===== src/rtl/led_pwm.sv =====
// Wishbone-writable LED PWM driver: per-LED 8-bit duty with frame-aligned shadow copy,
// optional blink masking, and readback of all registers plus live PWM/blink status.
module led_pwm #(
    parameter int NUM_LEDS     = 2,
    parameter int PRESCALE_DIV = 64
) (
    input  logic                clk,
    input  logic                reset,
    input  logic                wb_cyc,
    input  logic                wb_we,
    input  logic [3:0]          wb_addr,
    input  logic [31:0]         wb_wdata,
    output logic [31:0]         wb_rdata,
    output logic                wb_ack,
    output logic [NUM_LEDS-1:0] led
);

    localparam int              PS_W        = (PRESCALE_DIV > 1) ? $clog2(PRESCALE_DIV) : 1;
    localparam logic [PS_W-1:0] PS_LAST     = PS_W'(PRESCALE_DIV - 1);
    localparam logic [3:0]      ADDR_MASK   = 4'd8;
    localparam logic [3:0]      ADDR_PERIOD = 4'd9;
    localparam logic [3:0]      ADDR_STATUS = 4'd10;

    logic [PS_W-1:0]     presc_q, presc_d;
    logic [7:0]          pwm_cnt_q, pwm_cnt_d;
    logic [15:0]         frame_cnt_q, frame_cnt_d;
    logic                blink_phase_q, blink_phase_d;
    logic [7:0]          duty_q [NUM_LEDS];
    logic [7:0]          duty_d [NUM_LEDS];
    logic [7:0]          active_duty_q [NUM_LEDS];
    logic [7:0]          active_duty_d [NUM_LEDS];
    logic [NUM_LEDS-1:0] blink_mask_q, blink_mask_d;
    logic [15:0]         blink_period_q, blink_period_d;
    logic                ack_q, ack_d;
    logic [31:0]         rdata_q, rdata_d;
    logic [NUM_LEDS-1:0] led_q, led_d;

    logic tick;
    logic frame_end;
    logic access;
    logic wr_en;
    logic rd_en;
    logic period_wr;
    logic unused_wdata;

    assign tick      = (presc_q == PS_LAST);
    assign frame_end = tick && (pwm_cnt_q == 8'hFF);

    // Each ack is exactly one access; a held cyc re-arms on the cycle after ack.
    assign access    = wb_cyc && !ack_q;
    assign wr_en     = access && wb_we;
    assign rd_en     = access && !wb_we;
    assign period_wr = wr_en && (wb_addr == ADDR_PERIOD);

    assign unused_wdata = &{1'b0, wb_wdata[31:16]};

    // NOTE: every signal assigned in an always_comb gets a default at the top,
    // so no path leaves it unassigned and no latch is inferred.
    always_comb begin
        presc_d   = tick ? '0 : presc_q + 1'b1;
        pwm_cnt_d = tick ? pwm_cnt_q + 8'd1 : pwm_cnt_q;
        ack_d     = access;
    end

    always_comb begin
        duty_d         = duty_q;
        active_duty_d  = active_duty_q;
        blink_mask_d   = blink_mask_q;
        blink_period_d = blink_period_q;
        for (int i = 0; i < NUM_LEDS; i++) begin
            if (wr_en && (wb_addr == 4'(i))) begin
                duty_d[i] = wb_wdata[7:0];
            end
            // Shadow copy samples the pre-write register, so a write landing on
            // the boundary edge waits for the following frame.
            if (frame_end) begin
                active_duty_d[i] = duty_q[i];
            end
        end
        if (wr_en && (wb_addr == ADDR_MASK)) begin
            blink_mask_d = wb_wdata[NUM_LEDS-1:0];
        end
        if (period_wr) begin
            blink_period_d = wb_wdata[15:0];
        end
    end

    always_comb begin
        frame_cnt_d   = frame_cnt_q;
        blink_phase_d = blink_phase_q;
        if (period_wr) begin
            frame_cnt_d   = '0;
            blink_phase_d = 1'b0;
        end else if (frame_end) begin
            if (blink_period_q == 16'd0) begin
                frame_cnt_d   = '0;
                blink_phase_d = 1'b0;
            end else if (frame_cnt_q == blink_period_q - 16'd1) begin
                frame_cnt_d   = '0;
                blink_phase_d = !blink_phase_q;
            end else begin
                frame_cnt_d = frame_cnt_q + 16'd1;
            end
        end
    end

    always_comb begin
        rdata_d = '0;
        if (rd_en) begin
            for (int i = 0; i < NUM_LEDS; i++) begin
                if (wb_addr == 4'(i)) begin
                    rdata_d = {24'b0, duty_q[i]};
                end
            end
            if (wb_addr == ADDR_MASK) begin
                rdata_d = 32'(blink_mask_q);
            end else if (wb_addr == ADDR_PERIOD) begin
                rdata_d = {16'b0, blink_period_q};
            end else if (wb_addr == ADDR_STATUS) begin
                rdata_d = {16'b0, pwm_cnt_q, 7'b0, blink_phase_q};
            end
        end
    end

    always_comb begin
        led_d = '0;
        for (int i = 0; i < NUM_LEDS; i++) begin
            led_d[i] = (pwm_cnt_q < active_duty_q[i]) && !(blink_mask_q[i] && blink_phase_q);
        end
    end

    // NOTE: sequential state is updated only with non-blocking assignments so every
    // flop samples the pre-edge value of every other flop.
    always_ff @(posedge clk) begin
        if (!reset) begin
            presc_q        <= '0;
            pwm_cnt_q      <= '0;
            frame_cnt_q    <= '0;
            blink_phase_q  <= 1'b0;
            // NOTE: the duty arrays are a few flops, not a RAM, and software relies
            // on them reading 0 after reset, so they are reset like any other state.
            duty_q         <= '{default: '0};
            active_duty_q  <= '{default: '0};
            blink_mask_q   <= '0;
            blink_period_q <= '0;
            ack_q          <= 1'b0;
            rdata_q        <= '0;
            led_q          <= '0;
        end else begin
            presc_q        <= presc_d;
            pwm_cnt_q      <= pwm_cnt_d;
            frame_cnt_q    <= frame_cnt_d;
            blink_phase_q  <= blink_phase_d;
            duty_q         <= duty_d;
            active_duty_q  <= active_duty_d;
            blink_mask_q   <= blink_mask_d;
            blink_period_q <= blink_period_d;
            ack_q          <= ack_d;
            rdata_q        <= rdata_d;
            led_q          <= led_d;
        end
    end

    assign wb_ack   = ack_q;
    assign wb_rdata = rdata_q;
    assign led      = led_q;

endmodule

===== config.mk =====
export PLATFORM = sky130hd
export DESIGN_NAME = led_pwm
export DESIGN_NICKNAME = d
export VERILOG_FILES = /design/src/rtl/led_pwm.sv
export SDC_FILE = /design/constraint.sdc
export NUM_CORES = 1
export LEC_CHECK = 0
export BUFFER_PORTS_ARGS = -buffer_cell sky130_fd_sc_hd__buf_4
export CAP_MARGIN = 20
export CORE_ASPECT_RATIO = 0.5
export CORE_MARGIN = 2
export CORE_UTILIZATION = 30
export CTS_CLUSTER_DIAMETER = 100
export DETAILED_ROUTE_END_ITERATION = 8
export PLACE_DENSITY = 0.51
export SYNTH_ARGS = -nofsm -noshare
export SYNTH_HDL_FRONTEND = slang
export SYNTH_SLANG_ARGS = --single-unit

===== constraint.sdc =====
create_clock -name clk -period 2.8 [get_ports clk]
set_input_delay 0.28 -clock clk [delete_from_list [all_inputs] [get_ports clk]]
set_output_delay 0.28 -clock clk [all_outputs]
set_load 0.01 [all_outputs]

# Yosys cells after proc, flatten, opt, wreduce, memory -nomap -nowiden
# Cells that the tools add are included.
# totals
register_bits,116
latch_bits,0
ramBits,0
romBits,0
n_memories,0
# op_classes
n_addsub,4
mul,0
div,0
order_cmp,2
eq_ne,7
n_shift,0
mux,9
bitwise_logic,2
reduce_logical,26
# ops
cell,n
$mux W16,4
$add A16 B1 Y16 const B,1
$eq A16 B16 Y1,1
$logic_not A16 Y1,1
$lt A8 B8 Y1,2
$mux W8,2
$sub A16 B1 Y16 const B,1
$eq A4 B4 Y1 const B,3
$logic_and A1 B1 Y1,12
$add A8 B1 Y8 const B,1
$eq A8 B8 Y1 const B,1
$add A6 B1 Y6 const B,1
$eq A6 B6 Y1 const B,1
$reduce_or A6 Y1,1
$logic_not A1 Y1,5
$eq A4 B1 Y1 const B,1
$logic_not A4 Y1,1
$reduce_and A2 Y1,2
$reduce_or A2 Y1,2
$reduce_or A3 Y1,1
$mux W1,2
$mux W2,1
$not A1 Y1,2
$reduce_bool A2 Y1,1

# Logic depth before layout (Yosys ltp)
# Gate-level depths: netlist of the first run.
# logic_depth
depth_word,6
mapped_depth,11
mapped_depth_nobuf,9

# Worst setup path after synthesis of the first run
# Ideal clock, no wire load.
# synth_timing
kind,reg-to-reg
startpoint,register blink_period_q[2]
endpoint,register frame_cnt_q[10]
setup_time_ns,0.132
arrival_time_ns,2.413
t_required_ns,2.668
slack_ns,0.255
path_stages_with_launch,9
synth_period_minus_slack_ns,2.545
cell_sequence,dfxtp_1 > nor4_4 > nand2_4 > or3_1 > a2111oi_2 > nand4_1 > nor4_4 > buf_6 > nor3_1
# synth_between
elab_chain_len,4
# synth_lines
item,line,text
from (decl),33,"logic [15:0] blink_period_q, blink_period_d;"
from (signal assigned),157,blink_period_q <= blink_period_d;
$sub A16 B1 Y16,98,end else if (frame_cnt_q == blink_period_q - 16'd1) begin
$eq A16 B16 Y1,98,
$mux W16,98,
$mux W16 *,95,if (blink_period_q == 16'd0) begin
to (signal assigned),152,frame_cnt_q <= frame_cnt_d;
to (decl),26,"logic [15:0] frame_cnt_q, frame_cnt_d;"
# Mark *: on every way between the ends. The rest lies on a longest branch, timed or not.
# A chain may end at the register's enable or synchronous reset.

# Worst setup path after layout of the first run
# layout_timing
startpoint,register blink_period_q[2]
endpoint,register blink_phase_q
# layout_between
elab_chain_len,4
# layout_lines
item,line,text
$sub A16 B1 Y16,98,
$eq A16 B16 Y1,98,
$reduce_bool A2 Y1 (no source line),-,
$reduce_and A2 Y1 (no source line),-,
to (signal assigned),153,blink_phase_q <= blink_phase_d;
to (decl),27,"logic blink_phase_q, blink_phase_d;"
# Several ways; a longest one is shown, not always the timed one.

==> flow_metrics.py, run 1 <==
metrics = {
    "status": {
        "outcome": "finished, final reports clean",
    },
    "drt": {
        "wire_per_inst_um": 14.4,
        "antenna_left": 0,
        "drcViolationCount": 0,
        "viasPerCell": 4.67,
        "drt_first_iter_violations": 239,
        "drt_pass1_iterations": 5,
        "route.final.wire_length_um": 12300,
        "vias": 3975,
    },
    "worst_setup_path": {
        "arrival_ns": 2.91,
        "critical_path.max_fanout": 17,
        "path_class": "register to register",
        "reg2reg_from": "blink_period_q[2]",
        "required_ns": 3.07,
        "cp-startpoint": "blink_period_q[2]",
        "path_cells": "nor4_4 > nand2_4 > or3_1 > a2111oi_2 > nand4_1 > nor4_4 > buf_12 > mux2i_1",
        "crit_top_cell": "nor4_4",
        "end_kind": "register",
        "crit_slowest_cell": "nor4_4",
        "slowest_delay_ns": 0.43,
        "worstSetupStartpointType": "register",
    },
    "clock_tree": {
        "cts_buffers": 9,
        "cts_buffer_depth": 2,
        "cts.clk_slew.worst_paths_ns": 0.08,
        "hold_buffers": 0,
        "clock_latency_ns": 0.35,
        "ctsResizeCount": 0,
        "cts_tree": "built",
        "cts_root_buf": "clkbuf_16",
        "clock-sinks": 100,
        "htree_levels": 3,
        "cts_setup_buffers": 0,
    },
    "synthesis": {
        "yosys_warnings": 0,
        "syn_area_per_cell_um2": 8.75,
        "synth_cells": 578,
        "netlist-cell-type-count": 48,
        "synth.ff_latch_count": 100,
        "synth-edff-count": 0,
        "postSynth.asyncResetShare_pct": 0,
        "ys_seq_area_share_pct": 39.6,
        "ys.flop_type": "dfxtp_1",
        "synth_area_um2": 5060,
    },
    "timing": {
        "finalSetupViolations": 0,
        "hold_viol": 0,
        "fin_crit_sh_pct": 94.2,
        "fin_crit_ns": 2.64,
        "slew_headroom_pct": 57.0,
        "worst_clock_skew_ns": 0.0135,
        "setup_ws_ns": 0.162,
        "worst_slew_pin_slew_ns": 0.643,
        "fin_tns_setup_ns": 0,
        "clock.fmax_mhz": 379,
        "rsz0062_at_grt": "false",
        "drv_slew": 0,
    },
    "power": {
        "p_leak_nw": 2.25,
        "power.density_nw_per_um2": 482,
        "irDropWorstVdd_mv": 0.253,
    },
    "placement": {
        "hpwlAfterDp_um": 9170,
        "place_ws_ns": 0.211,
        "io_buffers": 42,
        "gp_congestion": 0.801,
    },
    "global_route": {
        "grt_overflow": 0,
        "antenna_found_initial": 0,
        "grt_use_total_pct": 14.1,
        "top_usage_layer": "met2",
        "grt_pass1_wl_um": 19700,
        "gr-usage-met1_pct": 18.9,
        "grt_pass1_vias": 3754,
        "grt_util_met2_pct": 23.4,
        "grt_max_degree": 53,
        "gr-usage-met3_pct": 3.10,
    },
    "floorplan": {
        "die_x_um": 188,
        "die_area_um2": 18000,
        "coreArea_um2": 16400,
        "row_count": 33,
        "start_util_pct": 30.8,
        "die_y_um": 95.8,
        "io_pins": 75,
    },
    "layout": {
        "drive_gt1_share_pct": 15.0,
        "areaGrowthSynthToFinish_pct": 17.5,
        "final_nets": 678,
        "fillCellCount": 1707,
        "antenna_cells": 0,
    },
    "min_path": {
        "hp-class": "input port to register",
        "hp-start": "wb_wdata[13]",
    },
    "flow_run": {
        "maxCapViolCount": 0,
    },
}
==> metrics by stage <==
step | instances | instance area (um2) | hold slack (ns) | power, mW | utilization [%]
final | 852 | 5940 | 0.184 | 2.87 | 36.2
after global routing | 852 | 5940 | 0.178 | 2.98 | 36.2
after floorplan | 593 | 5110 | 0.402 | 1.57 | -
after detailed placement | 836 | 5630 | 0.440 | 1.61 | 34.3
after global placement | 836 | 5630 | 0.434 | 1.61 | 34.3
after CTS | 852 | 5940 | 0.174 | 2.91 | 36.2
==> logic make-up after synthesis <==
| logic type | synth area share [%] |
|---|---|
| flip-flops | 39.6 |
| AO/OA/AOI/OAI | 13.0 |
| multiplexers | 5.94 |
| buffers and inverters | 6.66 |
| AND/OR/NAND/NOR | 22.6 |
| XOR/XNOR | 7.62 |
| adder cells (fa/ha/maj) | 4.45 |
| other | 0.0741 |
==> worst paths after layout <==
path	to	slack [ns]	cells past startpoint
max	blink_phase_q	0.16	8
min	blink_period_q[13]	0.18	3
max reg2reg	blink_phase_q	0.16	8
min reg2reg	presc_q[0]	0.45	1
==> critical path: cells and delay by family, from the launching register on <==
family | cells | cell delay [ns]
and+or+nand+nor | 5 | 1.41
DFF | 1 | 0.40
AOI/OAI and AO/OA | 1 | 0.36
muxes | 1 | 0.20
buffers and inverters | 1 | 0.19
==> registers in the layout, summed over array words and instances (netlist names), 2 cells and up <==
name and cells:
pwm_cnt_q 8, duty_q 16, active_duty_q 16, led 2, blink_period_q 16, blink_mask_q 2
frame_cnt_q 16, wb_rdata 16, presc_q 6
==> cell usage after synthesis, drive strengths merged (3+ instances only) <==
master     n  area, um2
a2111oi    3       32.5
a211oi     4       30.0
a21boi    36        270
a21o       6       45.0
a21oi      5       25.0
a221oi     3       26.3
a22oi     14        105
and2       9       56.3
and3       5       31.3
buf       18        146
clkbuf    27        111
dfxtp    100       2000
ha        18        225
inv       21       78.8
mux2       6       67.6
mux2i     21        210
nand2     89        342
nand2b     5       31.3
nand3     14       70.1
nand4     12       75.1
nor2      32        120
nor2b     21        131
nor3      20        100
nor4       7       73.8
o21ai     13       65.1
or3        6       37.5
or4        3       22.5
xnor2     18        158
xor2      26        228
==> layout make-up <==
class / instances / area, um2 / area share (%)
Timing Repair Buffer: 61 / 483 / 8.13
Sequential cell: 100 / 2000 / 33.7
Clock buffer: 9 / 225 / 3.79
Multi-Input combinational cell: 427 / 2780 / 46.8
Tap cell: 227 / 284 / 4.78
Inverter: 21 / 78.8 / 1.33
Clock inverter: 7 / 88.8 / 1.49
==> metal layers <==
metal	routed length [um]	share of wire (%)
met1	6310	51
met2	5580	45
met3	294	2.4
met4	91	0.74
met5	0	0
==> cell usage in the layout, fill, tap and decap left out, types with 3 or more instances in the layout <==
cell type / synthesis / routed
nand4_1: 12 / 12
nor3_1: 20 / 20
nand2_1: 88 / 88
mux2_2: 6 / 6
conb_1: 1 / 16
buf_4: 16 / 59
clkbuf_16: 0 / 9
nor2_1: 32 / 32
nor2b_1: 21 / 21
dfxtp_1: 100 / 100
xnor2_1: 18 / 18
or4_1: 3 / 3
inv_1: 21 / 21
nand3_1: 14 / 14
a21boi_0: 36 / 36
or3_1: 6 / 6
xor2_1: 26 / 26
mux2i_1: 21 / 21
a211oi_1: 4 / 4
nor4_1: 5 / 4
a22oi_1: 14 / 14
a21oi_1: 5 / 5
nand2b_1: 5 / 5
a21o_1: 6 / 6
and2_1: 9 / 9
a221oi_1: 3 / 3
ha_1: 18 / 18
and3_1: 5 / 5
clkinv_8: 0 / 3
o21ai_0: 13 / 13
==> power by group <==
part	switching [mW]	internal, mW	leakage [nW]
logic	0.0822	0.0614	1.30
registers	0.00759	1.43	0.806
clock network	0.640	0.646	0.153
(Power assumes the default switching activity.)
==> inputs of run 2 (changes only) <==
Settings changed: ABC_AREA set to 1, PLACE_DENSITY 0.51 to unset.
==> flow_metrics.py, run 2 <==
metrics = {
    "timing": {
        "slew_headroom_pct": 47.2,
        "worst_clock_skew_ns": 0.00908,
        "hold_viol": 0,
        "fin_crit_sh_pct": 77.6,
        "finalSetupViolations": 0,
        "worst_slew_pin_slew_ns": 0.791,
        "clock.fmax_mhz": 460,
        "drv_slew": 0,
        "fin_crit_ns": 2.17,
        "fin_tns_setup_ns": 0,
        "rsz0062_at_grt": "false",
    },
    "worst_setup_path": {
        "slowest_delay_ns": 0.41,
        "path_class": "register to register",
        "arrival_ns": 2.41,
        "critical_path.max_fanout": 15,
        "crit_slowest_cell": "dfxtp_1",
        "path_buf_inv": 2,
        "cp_top_family": "simple AND/OR/NAND/NOR gates",
        "r2r_cells": 12,
        "reg2reg_setup_slack_ns": 0.63,
        "path_cells": "inv_2 > ha_1 > nand2_1 > inv_1 > nor3_1 > nand3_1 > nor2_1 > nand4_1 > nand2_1 > nand2_2 > nand2_4 > nor2_1",
        "worstSetupStartpointType": "register",
        "r2r_end": "frame_cnt_q[0]",
        "required_ns": 3.04,
        "end_kind": "register",
        "reg2reg_from": "blink_period_q[0]",
    },
    "global_route": {
        "grt_max_degree": 58,
        "grt_overflow": 0,
        "antenna_found_initial": 0,
        "grt_pass1_wl_um": 20800,
        "grt_pass1_vias": 4217,
        "grt_use_total_pct": 14.2,
    },
    "synthesis": {
        "ys.flop_type": "dfxtp_1",
        "yosys_warnings": 0,
        "synth-edff-count": 0,
        "yosysTopAreaCell": "dfxtp_1",
        "postSynth.asyncResetShare_pct": 0,
        "yosys-top-cells-area": "dfxtp_1 39%, inv_1 8.5%, nand2_1 7.0%",
        "yosysTopAreaCellShare_pct": 38.6,
        "synthTopCellsByCount": "118 x inv_1, 100 x dfxtp_1, 96 x nand2_1, 70 x a21oi_1, 70 x nor2_1",
        "netlist-cell-type-count": 42,
        "synth.ff_latch_count": 100,
        "synth_cells": 724,
        "synth_most_common_cell": "inv_1",
        "ys_seq_area_share_pct": 38.6,
        "synth_area_um2": 5180,
        "syn_area_per_cell_um2": 7.16,
    },
    "min_path": {
        "hp-start": "wb_wdata[1]",
        "holdPathEnd": "blink_mask_q[1]",
        "whs_path_depth": 3,
        "hp-class": "input port to register",
    },
    "power": {
        "p_seq_share_pct": 49.7,
        "power_frac_comb_pct": 6.7,
        "power.switching_uw": 764,
        "irDropWorstVdd_mv": 0.232,
        "power.density_nw_per_um2": 484,
        "clkPwrFrac_pct": 43.6,
        "p_leak_nw": 2.58,
        "swShare_pct": 26.4,
        "p_int_mw": 2.13,
    },
    "layout": {
        "final_nets": 822,
        "areaGrowthSynthToFinish_pct": 15.4,
        "fillCellCount": 1741,
        "final_cell_mix": "118 x inv_1, 100 x dfxtp_1, 96 x nand2_1",
        "mostFrequentLayoutCell": "inv_1",
        "drive_gt1_share_pct": 13.3,
        "antenna_cells": 0,
        "ff_latch_area_um2": 2000,
        "multi_input_area_um2": 2570,
        "fin_util_pct": 35.9,
    },
    "drt": {
        "antenna_left": 0,
        "wire_per_inst_um": 12.8,
        "wl_met2_um": 5710,
        "drcViolationCount": 0,
        "vias": 4556,
        "top_layer": "met4",
        "route.final.wire_length_um": 12700,
        "routed-wl-met3_um": 721,
        "drt_first_iter_violations": 264,
        "wl_met1_um": 6090,
        "drt_pass1_iterations": 4,
        "viasPerCell": 4.57,
    },
    "clock_tree": {
        "hold_buffers": 0,
        "cts_tree": "built",
        "clock-sinks": 100,
        "htree_levels": 3,
        "ctsResizeCount": 0,
        "cts_setup_buffers": 0,
        "cts_buffers": 9,
        "cts_root_buf": "clkbuf_16",
        "cts.clk_slew.worst_paths_ns": 0.08,
        "clock_latency_ns": 0.35,
        "cts_buffer_depth": 2,
    },
    "floorplan": {
        "die_area_um2": 18400,
        "die_y_um": 97.0,
        "row_count": 33,
        "coreArea_um2": 16600,
        "start_util_pct": 31.2,
        "die_x_um": 190,
        "io_pins": 75,
    },
    "placement": {
        "gp_congestion": 0.870,
        "hpwlAfterDp_um": 9860,
        "io_buffers": 42,
    },
    "flow_run": {
        "maxCapViolCount": 0,
    },
    "status": {
        "outcome": "finished, final reports clean",
    },
}
==> run 2: changes by cell type after synthesis, moves of 16 or more <==
cell,before,now
a21boi_0,36,2
nor2_2,0,16
mux2i_1,21,1
o21ai_0,13,66
inv_1,21,118
nor2b_1,21,0
nor2_1,32,70
nand3_1,14,36
a21oi_1,5,70
o22ai_1,0,16
==> run 2: how the worst max path moves through the flow <==
stage | cells past startpoint | startpoint | to
floorplan | 13 | blink_period_q[0] | frame_cnt_q[9]
global placement | 12 | blink_period_q[0] | frame_cnt_q[15]
detailed placement | 12 | blink_period_q[0] | frame_cnt_q[0]
CTS | 12 | blink_period_q[0] | frame_cnt_q[0]
global route | 12 | blink_period_q[0] | frame_cnt_q[2]
finish | 12 | blink_period_q[0] | frame_cnt_q[0]
==> run 2: final cells by class <==
type | count | area share, %
clock buffer | 9 | 3.77
multi-input combinational | 482 | 43.0
inverter | 123 | 7.72
tap | 227 | 4.75
sequential | 100 | 33.5
timing repair buffer | 48 | 6.03
clock inverter | 7 | 1.30
==> run 2: cells by family after synthesis <==
logic type	Yosys count	synth area share [%]
AOI/OAI and AO/OA	164	16.8
xor gates and xnor gates	23	3.89
adders and majority gates	18	4.34
buffers and inverters	157	12.9
DFF	100	38.6
muxes	1	0.193
other	1	0.0723
and+or+nand+nor	260	23.2
==> run 2: power by group through the flow <==
| stage | clock network, mW | logic (mW) | registers (mW) |
|---|---|---|---|
| after global placement | 0 | 0.190 | 1.47 |
| final | 1.26 | 0.193 | 1.44 |
| after CTS | 1.31 | 0.193 | 1.44 |
| after floorplan | 0 | 0.146 | 1.47 |
| after global routing | 1.37 | 0.219 | 1.44 |
| after detailed placement | 0 | 0.192 | 1.47 |
==> run 2: metal layers <==
layer / up-vias / global-route usage [%]
met5: - / 0
met4: 0 / 4.29
met3: 14 / 3.01
met2: 85 / 22.5
met1: 2068 / 19.4
li1: 2389 / -
==> run 2: per-stage QoR <==
step                instances  setup WS (ns)  cell area [um2]  power (mW)  hold WS [ns]
floorplan                 739          0.984             5240        1.62         0.415
global placement          980          0.706             5680        1.66         0.445
detailed placement        980          0.669             5680        1.67         0.452
CTS                       996          0.643             5980        2.94         0.185
global route              996          0.449             5980        3.03         0.202
finish                    996          0.627             5980        2.90         0.200
==> run 2: worst min-delay path: stages <==
cell and delay [ns]:
buf_4 0.10, nor2_1 0.04, nor2_1 0.09
==> inputs of run 3 (changes only) <==
Settings changed: ABC_AREA 1 to 0.
Clock period 2.8 ns to 2.22 ns, I/O delays scaled along.
==> flow_metrics.py, run 3 (synthesis gave the netlist of run 1 again) <==
metrics = {
    "status": {
        "outcome": "complete, but fails checks",
        "violations": "setup timing",
    },
    "layout": {
        "final_nets": 725,
        "areaGrowthSynthToFinish_pct": 27.5,
        "fin_util_pct": 39.2,
        "stdcell_count": 899,
        "antenna_cells": 0,
        "mostFrequentLayoutCell": "buf_4",
        "drive_gt1_share_pct": 25.1,
        "final_cell_mix": "104 x buf_4, 97 x dfxtp_1, 88 x nand2_1",
    },
    "worst_setup_path": {
        "slowest_delay_ns": 0.52,
        "required_ns": 2.50,
        "cp_top_family": "simple AND/OR/NAND/NOR gates",
        "crit_slowest_cell": "or4_4",
        "arrival_ns": 2.64,
        "path_buf_inv": 2,
        "worstSetupStartpointType": "register",
        "r2r_cells": 9,
        "path_cells": "or4_4 > or3_4 > nor3_2 > xnor2_1 > nand4_1 > nor4_4 > buf_4 > buf_6 > mux2i_1",
        "cp_num_cells": 9,
        "path_class": "register to register",
        "end_kind": "register",
        "critical_path.max_fanout": 4,
    },
    "global_route": {
        "antenna_found_initial": 0,
        "grt_pass1_vias": 4033,
        "grt_pass1_wl_um": 20100,
        "grt_max_degree": 43,
        "grt_overflow": 0,
        "grt_use_total_pct": 14.1,
    },
    "floorplan": {
        "die_y_um": 95.8,
        "die_x_um": 188,
        "io_pins": 75,
        "die_area_um2": 18000,
        "coreArea_um2": 16400,
        "row_count": 33,
        "start_util_pct": 30.8,
    },
    "clock_tree": {
        "clock-sinks": 100,
        "hold_buffers": 0,
        "htree_levels": 3,
        "cts_tree": "built",
        "cts.clk_slew.worst_paths_ns": 0.07,
        "cts_root_buf": "clkbuf_16",
        "cts_buffers": 9,
        "cts_buffer_depth": 2,
        "clock_latency_ns": 0.35,
    },
    "placement": {
        "io_buffers": 42,
        "gp_congestion": 0.846,
        "place_ws_ns": -0.113,
        "dp_cells": 879,
        "hpwlAfterDp_um": 9120,
    },
    "flow_run": {
        "maxCapViolCount": 0,
    },
    "power": {
        "irDropWorstVdd_mv": 0.301,
        "power.density_nw_per_um2": 570,
        "p_leak_nw": 2.52,
        "power_mw": 3.67,
    },
    "timing": {
        "fin_crit_ns": 2.35,
        "slew_headroom_pct": 59.7,
        "worst_slew_pin_slew_ns": 0.602,
        "drv_slew": 0,
        "setup_ws_ns": -0.134,
        "fin_crit_sh_pct": 106,
        "hold_viol": 0,
        "clock.fmax_mhz": 425,
        "rsz0062_at_grt": "true",
        "finalSetupViolations": 17,
        "worst_clock_skew_ns": 0.00764,
        "fin_tns_setup_ns": -1.88,
    },
    "drt": {
        "vias": 4194,
        "wire_per_inst_um": 13.6,
        "drt_pass1_iterations": 4,
        "antenna_left": 0,
        "drt_first_iter_violations": 239,
        "drcViolationCount": 0,
        "viasPerCell": 4.67,
        "route.final.wire_length_um": 12200,
    },
    "min_path": {
        "whs_path_depth": 3,
        "hp-class": "input port to register",
    },
}
==> run 3: power by group <==
part | switching [mW] | internal [mW]
combinational | 0.115 | 0.0981
sequential | 0.00644 | 1.80
clock | 0.749 | 0.905
==> run 3: tightest hold or removal path, delay by kind of cell <==
family	cells	cell delay [ns]
buf+inv	1	0.10
compound gates	1	0.06
simple gates	1	0.04
==> run 3: path summary, 6_finish.rpt <==
| kind | from | endpoint | slack (ns) |
|---|---|---|---|
| worst max-delay path | blink_period_q[7] | blink_phase_q | -0.13 |
| worst min-delay path | wb_wdata[10] | blink_period_q[10] | 0.13 |
| worst max register to register | blink_period_q[7] | blink_phase_q | -0.13 |
| worst min register to register | active_duty_q[10] | active_duty_q[10] | 0.47 |
==> run 3: final cells by class <==
cell class | instances | area (um2)
Tap cell | 227 | 284
Fill cell | 1671 | 9980
Clock inverter | 7 | 87.6
Multi-Input combinational cell | 427 | 2930
Clock buffer | 9 | 225
Inverter | 21 | 78.8
Timing Repair Buffer | 108 | 835
Sequential cell | 100 | 2010
==> run 3: timing repair <==
action,CTS,global route
endpoints found under the hold margin,0,0
gates cloned,0,0
buffers inserted,1,3
pin swaps,7,6
resized for setup,19,15
setup endpoints to repair,17,17
==> run 3: routing by layer <==
layer  share of wire [%]  global-route usage [%]
met1                  48                    18.2
met2                  48                    24.2
met3                 3.0                    2.95
met4                0.69                    3.67
met5                   0                       0
==> run 3: per-stage QoR <==
step | area [um2] | hold slack (ns)
floorplan | 5140 | 0.344
global placement | 5950 | 0.453
detailed placement | 5950 | 0.458
CTS | 6350 | 0.125
global route | 6450 | 0.130
finish | 6450 | 0.132
